**src/rtl/photo_hit_detector.sv**
```systemverilog
// photo_hit_detector
// Front end between the raw photoresistor array and the score logic.
// Per channel: two-flop synchronizer, then a debouncer that accepts a
// level only after DEBOUNCE_CYCLES consecutive stable samples, then a
// falling-edge (laser strike) detector that sets a pending bit.
// A lowest-index-first arbiter serves one pending strike per cycle and
// classifies it against the two active target slots (slot A wins ties).
// Events are registered one-cycle pulses with index, slot and points.
//
// Optional feature, macro MISS_REPORT_EN:
//   defined   - strikes on non-target sensors are served and pulse miss_valid.
//   undefined - miss_valid is tied low, and non-target strikes are dropped
//               from pending without consuming an arbiter cycle.
module photo_hit_detector #(
    parameter int NUM_SENSORS     = 10,
    parameter int DEBOUNCE_CYCLES = 50000,
    parameter int CNT_W           = 16,
    parameter int HIT_POINTS      = 100
) (
    input  logic                   clock,
    input  logic                   reset,
    input  logic [NUM_SENSORS-1:0] photo_array,
    input  logic [3:0]             target_a,
    input  logic [3:0]             target_b,
    output logic                   hit_valid,
    output logic                   miss_valid,
    output logic [3:0]             hit_index,
    output logic                   hit_slot,
    output logic [31:0]            points,
    output logic [15:0]            hit_count
);

    // Counter value on the cycle before acceptance; the increment that
    // would reach DEBOUNCE_CYCLES instead commits the new stable level.
    localparam logic [CNT_W-1:0] CNT_LAST    = CNT_W'(DEBOUNCE_CYCLES - 1);
    localparam logic [3:0]       NUM_S4      = 4'(NUM_SENSORS);
    localparam logic [31:0]      POINTS_HIT  = 32'(HIT_POINTS);
    localparam logic [15:0]      COUNT_MAX   = 16'hFFFF;

    logic [NUM_SENSORS-1:0] sync1_r;
    logic [NUM_SENSORS-1:0] sync2_r;
    logic [NUM_SENSORS-1:0] stable_r;
    logic [NUM_SENSORS-1:0] stable_d_r;
    logic [NUM_SENSORS-1:0] pending_r;
    logic [CNT_W-1:0]       cnt_r [NUM_SENSORS];

    logic [NUM_SENSORS-1:0] fall_s;
    logic [NUM_SENSORS-1:0] target_mask_s;
    logic [NUM_SENSORS-1:0] eligible_s;
    logic [NUM_SENSORS-1:0] grant_s;
    logic                   grant_valid_s;
    logic [3:0]             grant_idx_s;
    logic                   ta_valid_s;
    logic                   tb_valid_s;
    logic                   is_hit_a_s;
    logic                   is_hit_b_s;
    logic                   is_hit_s;

    // Two-flop synchronizer; resets to the unlit level.
    always_ff @(posedge clock or posedge reset) begin
        if (reset) begin
            sync1_r <= '1;
            sync2_r <= '1;
        end else begin
            sync1_r <= photo_array;
            sync2_r <= sync1_r;
        end
    end

    // Per-channel debounce: count consecutive disagreeing samples, commit on the last one.
    always_ff @(posedge clock or posedge reset) begin
        if (reset) begin
            stable_r <= '1;
            for (int i = 0; i < NUM_SENSORS; i++) begin
                cnt_r[i] <= '0;
            end
        end else begin
            for (int i = 0; i < NUM_SENSORS; i++) begin
                if (sync2_r[i] != stable_r[i]) begin
                    if (cnt_r[i] == CNT_LAST) begin
                        stable_r[i] <= sync2_r[i];
                        cnt_r[i]    <= '0;
                    end else begin
                        cnt_r[i]    <= cnt_r[i] + CNT_W'(1);
                    end
                end else begin
                    cnt_r[i] <= '0;
                end
            end
        end
    end

    // Delayed copy of the stable level for edge detection.
    always_ff @(posedge clock or posedge reset) begin
        if (reset) begin
            stable_d_r <= '1;
        end else begin
            stable_d_r <= stable_r;
        end
    end

    // Only 1->0 (laser arriving) is an event; 0->1 just re-arms the channel.
    assign fall_s     = stable_d_r & ~stable_r;
    assign ta_valid_s = (target_a < NUM_S4);
    assign tb_valid_s = (target_b < NUM_S4);

    // Which sensors are currently one of the active targets.
    always_comb begin
        target_mask_s = '0;
        for (int i = 0; i < NUM_SENSORS; i++) begin
            target_mask_s[i] = (ta_valid_s && (target_a == 4'(i))) ||
                               (tb_valid_s && (target_b == 4'(i)));
        end
    end

`ifdef MISS_REPORT_EN
    assign eligible_s = pending_r;
`else
    assign eligible_s = pending_r & target_mask_s;
`endif

    // Lowest-index pending strike wins the cycle.
    always_comb begin
        grant_idx_s = 4'd0;
        for (int i = NUM_SENSORS - 1; i >= 0; i--) begin
            if (eligible_s[i]) begin
                grant_idx_s = 4'(i);
            end else begin
                grant_idx_s = grant_idx_s;
            end
        end
    end

    assign grant_valid_s = |eligible_s;

    // One-hot of the served channel, used to clear its pending bit.
    always_comb begin
        grant_s = '0;
        for (int i = 0; i < NUM_SENSORS; i++) begin
            grant_s[i] = grant_valid_s && (grant_idx_s == 4'(i));
        end
    end

    // Slot A takes priority when both slots name the same sensor.
    assign is_hit_a_s = ta_valid_s && (grant_idx_s == target_a);
    assign is_hit_b_s = !is_hit_a_s && tb_valid_s && (grant_idx_s == target_b);
    assign is_hit_s   = is_hit_a_s || is_hit_b_s;

    // Pending set: drop the served bit, merge new edges (an edge on the served bit re-sets it).
    always_ff @(posedge clock or posedge reset) begin
        if (reset) begin
            pending_r <= '0;
        end else begin
            pending_r <= (eligible_s & ~grant_s) | fall_s;
        end
    end

    // Registered event outputs and saturating hit counter.
    always_ff @(posedge clock or posedge reset) begin
        if (reset) begin
            hit_valid <= 1'b0;
            hit_index <= 4'd0;
            hit_slot  <= 1'b0;
            points    <= 32'd0;
            hit_count <= 16'd0;
        end else begin
            hit_valid <= grant_valid_s && is_hit_s;
            points    <= (grant_valid_s && is_hit_s) ? POINTS_HIT : 32'd0;
            if (grant_valid_s) begin
                hit_index <= grant_idx_s;
                hit_slot  <= is_hit_b_s;
            end else begin
                hit_index <= hit_index;
                hit_slot  <= hit_slot;
            end
            if (grant_valid_s && is_hit_s && (hit_count != COUNT_MAX)) begin
                hit_count <= hit_count + 16'd1;
            end else begin
                hit_count <= hit_count;
            end
        end
    end

`ifdef MISS_REPORT_EN
    // Miss pulse for strikes on sensors that are not an active target.
    always_ff @(posedge clock or posedge reset) begin
        if (reset) begin
            miss_valid <= 1'b0;
        end else begin
            miss_valid <= grant_valid_s && !is_hit_s;
        end
    end
`else
    assign miss_valid = 1'b0;
`endif

endmodule

```
**config.mk**
```make
export PLATFORM = sky130hd
export DESIGN_NAME = photo_hit_detector
export DESIGN_NICKNAME = d
export VERILOG_FILES = /design/src/rtl/photo_hit_detector.sv
export SDC_FILE = /design/constraint.sdc
export NUM_CORES = 1
export LEC_CHECK = 0
export BUFFER_PORTS_ARGS = -buffer_cell sky130_fd_sc_hd__buf_2
export CORE_AREA = 2 2 144 146
export DETAILED_ROUTE_END_ITERATION = 7
export DIE_AREA = 0 0 146 148
export GPL_ROUTABILITY_DRIVEN = 0
export HOLD_SLACK_MARGIN = 0.06
export PLACE_DENSITY = 0.8
export SLEW_MARGIN = 20
export SYNTH_ARGS = -nofsm -noshare
export SYNTH_HDL_FRONTEND = slang
export SYNTH_SLANG_ARGS = --single-unit
```
**constraint.sdc**
```tcl
create_clock -name clock -period 7.2 [get_ports clock]
set_input_delay 0.72 -clock clock [delete_from_list [all_inputs] [get_ports clock]]
set_output_delay 0.72 -clock clock [all_outputs]
set_load 0.02 [all_outputs]
```
==> summary by stage <==
Outcome
The run finished with clean final reports.

STA
The relative slew slack is 49.6%. The measured slew at the worst slew-check pin is 757 ps. The setup skew after layout is 18.9 ps. Final hold analysis gives a worst-case slack of between 200 and 300 ps.

The final max-slew violation count came to 0. Of the available clock period, the critical path in the final layout requires 32.6%. The highest clock rate is 426 MHz.

The final hold violation count is 0. Setup violations remaining at the end of the flow were counted as 0. The worst path needs 2350 ps of the cycle, external delays included. For the final routed database, the setup TNS stands at 0 ps.

Setup repair after global routing left no endpoint under its margin.

Setup path
In this run the worst path has a maximum fanout of 12. The critical path is of the input pin to flip-flop type. In this run the critical register-to-register path is captured at hit_count[7]$_DFFE_PP0P_. Data arrives at the worst endpoint at 2730 ps. The setup check on the worst reg-to-reg path leaves a slack of roughly 5100 ps.

The logic depth of the worst register-to-register path is 7. In this run the critical register-to-register path is launched from hit_count[6]$_DFFE_PP0P_. The critical path capture point type is a flip-flop. The worst path required time is 7590 ps. The worst setup path is launched from an input pin.

Global route
The initial antenna violation count is 3. The global-route wire length before repair is 32.4 mm. The total global routing track utilization is 17.7%. The sum of overflow across all layers after global routing is 0. Entering global routing, the biggest net connects 152 pins. The number of global-route vias before repair is 6,877.

Clock network
The clock transition at the register clock pins on the worst setup and hold paths after CTS is 60 ps. Clock tree synthesis selected as its root buffer the cell sky130_fd_sc_hd__clkbuf_16. The number of setup buffers added after CTS is 0.

TritonCTS built the clock tree. Buffers inserted during clock tree synthesis total 24. In this run the number of H-tree levels came out at 1.

The number of buffers between clock root and the deepest sink is 3. The number of clock sinks seen by CTS is ~230. Once the clock tree was built, the resizer swapped 0 gates to a different size. The clock network latency to the later pin of the worst-skew pair is 520 ps. In this run, post-CTS hold repair placed 0 buffers.

Min path
The min-delay analysis places its worst path in the category input pin to flip-flop. The hold path depth is 1. The worst hold path terminates at sync1_r[1]$_DFF_PP1_. In this run the most critical hold path is launched from photo_array[1].

Floorplan
The floorplan has 52 rows. The core box area is 20,000 µm². The vertical die dimension is 148 µm. Once the floorplan was initialized, standard cells occupied a little over half of the core. The die width is 146 µm.

The die area is 21,600 µm². 75 I/O pins were placed.

Drt
In the routed design, unresolved DRC markers number 0. The count of vias placed by the detailed router is 7,126. In this run the remaining antenna-violating nets after routing total 0. The first-pass iteration count of the detailed router is 5. The vias per cell is 5.19. After detailed routing, the total wire length is 18.6 mm. Dividing the detail-routed wire length by the instance count gives 13.6 µm. The detailed router finished its first iteration with 383 violations.

Yosys
In the post-synthesis netlist, the biggest area contributors are sky130_fd_sc_hd__dfrtp_1 45%, sky130_fd_sc_hd__dfstp_2 9.7%, sky130_fd_sc_hd__xor2_1 7.3%. The cell area after synthesis is 10,800 µm². The top cell type by total area after synthesis is sky130_fd_sc_hd__dfrtp_1. The share of the Yosys chip area taken by registers is 54.3%. For this run, the number of Yosys warnings is 0.

The area share of the largest cell type after synthesis is 44.6%. The number of enable flip-flop cells after synthesis is 0. The dominant synthesized flop cell is sky130_fd_sc_hd__dfrtp_1. The dominant cell by count in the synthesized netlist is sky130_fd_sc_hd__nor2_1. In the synthesized netlist, the cells that appear most often are 202 x sky130_fd_sc_hd__nor2_1, 192 x sky130_fd_sc_hd__dfrtp_1, 90 x sky130_fd_sc_hd__xor2_1. Averaged over all synthesized cells, the footprint is 10.4 µm². The synthesized design contains 232 register bits. Of all flip-flops after synthesis, the portion carrying an async set or reset was 100%. In the synthesized netlist, the number of instances is ~1.0k.

Counting distinct cell types in the post-synthesis netlist gives 52.

Power
The leakage power total is between 5 and 6 nW. The power per cell area is 236 nW/µm². The total power is 0.00284 W. The worst-case IR drop observed on VDD is approximately 0.23 mV.

Final layout
The share of layout cells above drive strength 1 is 15.2%. Relative to the synthesized area, the layout overhead comes to 11.3%. For this run, the post-layout net count is 1,113.

Placement
Port buffering added 44 buffers. The estimated wirelength of the detail-placed design is 12.2 mm.

Job
Max-cap violations in this run came to 0.
-- metal layers --
metal | GRT usage [%] | share of wire, % | up-vias
li1 | - | - | 3484
met1 | 25.5 | 47 | 3467
met3 | 3.40 | 4.8 | 37
met5 | 0 | 0.070 | -
met2 | 27.8 | 45 | 136
met4 | 4.66 | 2.4 | 2
-- cells in the final DEF (no fill, tap or decap), drive strengths merged, types with 26 or more instances in the layout --
cell type and instances:
xnor2 76, dfstp 40, nor2 202, dfrtp 192, conb 30, nand4 26
nand2 82, xor2 90, nand3 61, clkbuf 30, buf 45, and3 39
-- state kept, by name, indices dropped and copies added (netlist names) --
signal and flops:
cnt_r 160, hit_count 16, pending_r 10, stable_d_r 10
stable_r 10, sync1_r 10, sync2_r 10, hit_index 4
hit_slot 1, points 1
-- kinds of logic (layout without fill, tap and decap cells) --
group                      after synthesis  in the layout  share of synthesized area [%]
adders and majority gates               11             11                           1.28
xor gates and xnor gates               166            166                           13.5
buffers and inverters                   75            109                           4.20
and+or+nand+nor                        502            502                           23.1
AOI/OAI and AO/OA                       39             39                           2.50
other                                    1             33                         0.0348
DFF                                    232            232                           54.3
muxes                                   10             10                           1.04
-- worst max-delay path, stage by stage --
cell                       delay, ps
sky130_fd_sc_hd__buf_2           220
sky130_fd_sc_hd__and4bb_2        270
sky130_fd_sc_hd__o21ai_0         230
sky130_fd_sc_hd__nand2b_1        150
sky130_fd_sc_hd__a31oi_1         130
sky130_fd_sc_hd__o21ai_0         610
sky130_fd_sc_hd__nor2b_1         290
sky130_fd_sc_hd__o22ai_1         100
-- report_power, final --
| group | total (W) | internal, W | switching (W) |
|---|---|---|---|
| Sequential | 0.00135 | 0.00133 | 0.0000178 |
| Clock | 0.00137 | 0.000861 | 0.000504 |
| Combinational | 0.000119 | 0.0000323 | 0.0000868 |
-- worst max path at each step --
| stage | from | depth (start not counted) | to |
|---|---|---|---|
| after floorplan | reset | 1 | cnt_r[0]$_DFF_PP0_ |
| after global placement | target_b[2] | 8 | hit_count[7]$_DFFE_PP0P_ |
| after detailed placement | target_b[2] | 8 | hit_count[7]$_DFFE_PP0P_ |
| after CTS | target_a[1] | 8 | pending_r[6]$_DFF_PP0_ |
| after global routing | target_a[1] | 8 | pending_r[6]$_DFF_PP0_ |
| final | target_a[1] | 8 | pending_r[6]$_DFF_PP0_ |
-- metrics by stage --
step                      utilization, %  setup slack, ps  instance area (µm²)  cells
after floorplan                        -              185                10900   1065
after global placement              55.3             4470                11100   1326
after detailed placement            55.3             4430                11100   1326
after CTS                           59.8             4920                12000   1369
after global routing                59.8             4730                12000   1369
final                               59.9             4850                12000   1372
-- final cells by class --
type | count | area, µm²
sequential | 232 | 5860
antenna | 3 | 7.51
fill | 1630 | 8040
timing repair buffer | 45 | 231
tap | 270 | 338
clock inverter | 13 | 201
inverter | 21 | 91.3
multi-input combinational | 758 | 4580
clock buffer | 30 | 694
(Power assumes the default switching activity.)
